### src/rtl/lamp_state_decoder.sv
// Serial read-back decoder for the 16-lamp bar: counts lit lamps and
// checks that the pattern is a thermometer code, one lamp per clock.
module lamp_state_decoder (
    input  logic        clk,
    input  logic        rst_n,
    input  logic        start,
    input  logic [15:0] lights_state,
    output logic        busy,
    output logic        done,
    output logic [4:0]  active_lights,
    output logic        valid_code
);

    typedef enum logic [1:0] {
        IDLE = 2'd0,
        SCAN = 2'd1,
        DONE = 2'd2
    } state_t;

    state_t      state;
    logic [15:0] snap;
    logic [4:0]  ones;
    logic [3:0]  index;
    logic        seen_zero;
    logic        gap_error;

    logic        lamp;
    logic [4:0]  ones_next;
    logic        gap_next;

    always_comb begin
        lamp      = snap[0];
        ones_next = ones + {4'd0, lamp};
        gap_next  = gap_error | (lamp & seen_zero);
    end

    always_ff @(posedge clk) begin
        if (!rst_n) begin
            state         <= IDLE;
            snap          <= '0;
            ones          <= '0;
            index         <= '0;
            seen_zero     <= 1'b0;
            gap_error     <= 1'b0;
            busy          <= 1'b0;
            done          <= 1'b0;
            active_lights <= '0;
            valid_code    <= 1'b0;
        end else begin
            case (state)
                IDLE: begin
                    done <= 1'b0;
                    if (start) begin
                        snap      <= lights_state;
                        ones      <= '0;
                        index     <= '0;
                        seen_zero <= 1'b0;
                        gap_error <= 1'b0;
                        busy      <= 1'b1;
                        state     <= SCAN;
                    end
                end
                SCAN: begin
                    snap      <= {1'b0, snap[15:1]};
                    index     <= index + 4'd1;
                    ones      <= ones_next;
                    seen_zero <= seen_zero | ~lamp;
                    gap_error <= gap_next;
                    // Last lamp: publish results including this bit
                    if (index == 4'd15) begin
                        active_lights <= ones_next;
                        valid_code    <= ~gap_next;
                        done          <= 1'b1;
                        busy          <= 1'b0;
                        state         <= DONE;
                    end
                end
                DONE: begin
                    done  <= 1'b0;
                    state <= IDLE;
                end
                default: begin
                    busy  <= 1'b0;
                    done  <= 1'b0;
                    state <= IDLE;
                end
            endcase
        end
    end

endmodule

### config.mk
export PLATFORM = sky130hd
export DESIGN_NAME = lamp_state_decoder
export DESIGN_NICKNAME = d
export VERILOG_FILES = /design/src/rtl/lamp_state_decoder.sv
export SDC_FILE = /design/constraint.sdc
export NUM_CORES = 1
export LEC_CHECK = 0
export CAP_MARGIN = 20
export CORE_UTILIZATION = 44
export CTS_CLUSTER_SIZE = 10
export DETAILED_ROUTE_END_ITERATION = 10
export PLACE_DENSITY = 0.7
export SYNTH_ARGS = -nofsm -noshare
export SYNTH_HDL_FRONTEND = slang
export SYNTH_SLANG_ARGS = --single-unit
### constraint.sdc
create_clock -name clk -period 1.7 [get_ports clk]
set_input_delay 0.255 -clock clk [delete_from_list [all_inputs] [get_ports clk]]
set_output_delay 0.255 -clock clk [all_outputs]
set_load 0.005 [all_outputs]
==> results.md <==
* Status: completed
* CTS Hold Bufs at 0
* Row count at 22
* RSZ-0062 raised after global routing: false
* Achievable Freq at 651 MHz
* Synth top area share at a little over two fifths
* R2r setup slk at 0.16 ns
* Final clock skew at just over 0.009 ns
* Core area at 3720 sq um
* Mapped Cells at roughly 190
* Die H at 64.9 um
* Distinct cells, synth at 37
* Hold Path Sink: busy$_SDFFE_PN0P_
* Post-Route Setup TNS at 0 ns
* WP data required at between 1.5 and 2 ns
* Longest Clk Path Bufs at 2
* TritonCTS clock tree: done
* Vias/cell at 5.74
* Core Util, Final at 56.3%
* Nets at around 240
* Critical path startpoint category: register
* Number of buffers created by CTS at 5
* Setup Buffers After CTS at 0
* Root Driver: clkbuf_8
* Via count at 1526
* Mapped cell area at 1740 sq um
* Synth-to-Final Area Change at 20.4%
* Worst slew margin at 63.0%
* Pins Over Slew Limit at 0
* Worst r2r path cells at 3
* GRT Total Usage at 20.2%
* Post-Syn Nets at 216
* Clock sink count at 37
* Fin area at between 2000 and 2500 sq um
* N_diodes at 0
* Routed Antenna Nets at 0
* Cell Count, Final, Fillers Out at 266
* Tcrit/Tclk final at 90.3%
* Static leakage power at between 0.7 and 0.8 nW
* Most area-hungry cell type in the Yosys netlist: dfxtp_1
* Power Density at around 830 nW/um^2
* Mean Syn Cell Area at 8.96 sq um
* First-pass iteration count of the detailed router at 4
* CP Max Fanout at 17
* Worst-path clk slew at 0.07 ns
* Resized cells post-CTS at 0
* Die X-Extent at roughly 65 um
* Seq/Total Area, Yosys at 42.6%
* Dpl cells at 258
* Drt wl/cell at approximately 15 um
* Seq cells post-synth at 37
* Drt initial violations at 148
* I/O Buffers at 26
* Yosys warns at 0
* Worst hold path depth at 2
* Initial Util at 46.8%
* Crit path capture type: register
* I/O Pins at 27
* Hold Crit Class: register to register
* Worst-Margin Slew at 0.554 ns
* Final setup fails at 0
* Crit path DAT at 1.70 ns
* First-pass GRT wire length at 6640 um
* Layout cell share with drive strength beyond 1 at 9.63%
* Final Hold Viols at 0
* Largest net degree at the start of global routing at 29
* Number of global-route vias before repair at 1486
* Dpl hpwl at between 2000 and 3000 um
* WL final at 3890 um
* Total power at 1.74 mW
* Antenna violations before repair at 0
* Worst setup path class: register to register
* CTS H-tree depth at 2
* Detailed-route DRC error count at 0
* DP Area at 2010 sq um
* Die area at roughly 4200 sq um
* Gr ovfl total at 0
* Hold path startpoint: busy$_SDFFE_PN0P_
* Worst r2r dst: snap[13]$_SDFFE_PN0P_
* Synth area leaders: dfxtp_1 (43%), a21oi_1 (7.2%), o21ai_0 (6.9%)
* RePlAce Congestion at 0.787
* Worst-Skew Late Latency at 0.29 ns
* Worst vdd ir at 430 uV
* Tmin final at around 1.5 ns
* Worst r2r src: state[0]$_SDFFE_PN0P_
* Max cap viols at 0
-- cell usage after synthesis --
cell       instances
nand2b_4           1
and3_1             1
a21oi_1           25
o21ai_1            1
dfxtp_1           37
xor2_1             2
nor2b_1            3
a22oi_1            3
nand3_1           10
o21bai_4           1
o21ba_2            1
buf_6              2
nor2_1            13
nor3b_1            2
a31oi_1            1
buf_2              7
or3b_1             9
o2bb2ai_1          4
o32ai_1            1
buf_8              1
xnor2_1            1
clkinv_1           2
o21ai_0           24
o22ai_1            2
o221ai_1           9
a211oi_1           4
inv_2              1
or3_1              1
a21oi_2            3
nand2_1            8
clkbuf_1           2
and3b_1            2
ha_1               3
nor2b_4            1
buf_4              3
nand2b_1           2
mux2i_1            1
-- where the power goes --
group | switching, mW | internal (mW)
clock network | 0.300 | 0.284
logic | 0.103 | 0.109
registers | 0.0365 | 0.910
-- layer usage --
| metal | up-vias | wire length [um] | part of all wire (%) | global-route usage [%] |
|---|---|---|---|---|
| li1 | 757 | - | - | - |
| met1 | 723 | 1720 | 44 | 24.5 |
| met2 | 41 | 1910 | 49 | 35.0 |
| met3 | 5 | 212 | 5.5 | 4.40 |
| met4 | 0 | 42 | 1.1 | 6.67 |
| met5 | - | 0 | 0 | 0 |
-- cells by family (layout without fill, tap and decap cells) --
family | after synthesis | count (layout) | share of synthesized area [%]
AO/OA/AOI/OAI | 79 | 79 | 28.7
adder cells (fa/ha/maj) | 3 | 3 | 2.16
AND/OR/NAND/NOR | 53 | 53 | 17.9
XOR/XNOR | 3 | 3 | 1.51
multiplexers | 1 | 1 | 0.576
flip-flops | 37 | 37 | 42.6
buffers and inverters | 18 | 42 | 6.55
-- through the flow --
| stage | setup slack, ns | hold WS [ns] |
|---|---|---|
| after floorplan | 0.456 | 0.445 |
| after global placement | 0.138 | 0.455 |
| after detailed placement | 0.0886 | 0.463 |
| after CTS | 0.0546 | 0.473 |
| after global routing | 0.0550 | 0.487 |
| final | 0.164 | 0.473 |
-- cells in the final DEF, fill, tap and decap left out, drive strengths merged, types with 2 or more instances in the layout --
master,count
and3b,2
a22oi,3
nand3,10
nor2,13
nand2b,3
clkbuf,6
o221ai,9
a21oi,28
o21ai,25
dfxtp,37
nor3b,2
o22ai,2
o2bb2ai,4
nor2b,4
a211oi,4
clkdlybuf4s50,26
or3b,9
xor2,2
buf,5
ha,3
clkinv,3
nand2,8
-- worst max-delay path, stage by stage (launching register included) --
cell	delay, ns
dfxtp_1	0.62
clkinvlp_4	0.43
o22ai_1	0.27
a21oi_1	0.09
-- layout make-up --
type	count	area (sq um)
fill	344	1620
inverter	3	15.0
sequential	37	741
timing repair buffer	31	310
multi-input combinational	139	885
clock inverter	2	10.0
clock buffer	6	72.6
tap	48	60.1
-- flip-flops by register name, summed over array words and instances, names as in the netlist --
name and count:
seen_zero 1, done 1, valid_code 1, state 2, ones 5, snap 16, active_lights 5, index 4
gap_error 1, busy 1
-- worst max-delay path by stage --
| stage | startpoint | endpoint | slack, ns | depth (start not counted) |
|---|---|---|---|---|
| 6_report | state[0]$_SDFFE_PN0P_ | snap[13]$_SDFFE_PN0P_ | 0.16 | 3 |
| 5_1_grt | state[0]$_SDFFE_PN0P_ | snap[9]$_SDFFE_PN0P_ | 0.05 | 3 |
| 4_1_cts | state[0]$_SDFFE_PN0P_ | snap[13]$_SDFFE_PN0P_ | 0.05 | 3 |
| 3_5_place_dp | state[0]$_SDFFE_PN0P_ | snap[13]$_SDFFE_PN0P_ | 0.09 | 3 |
| 3_3_place_gp | start | snap[1]$_SDFFE_PN0P_ | 0.14 | 5 |
| 2_1_floorplan | snap[0]$_SDFFE_PN0P_ | active_lights[4]$_SDFFE_PN0P_ | 0.46 | 5 |
Note: power is estimated with default switching activity, not from simulation.
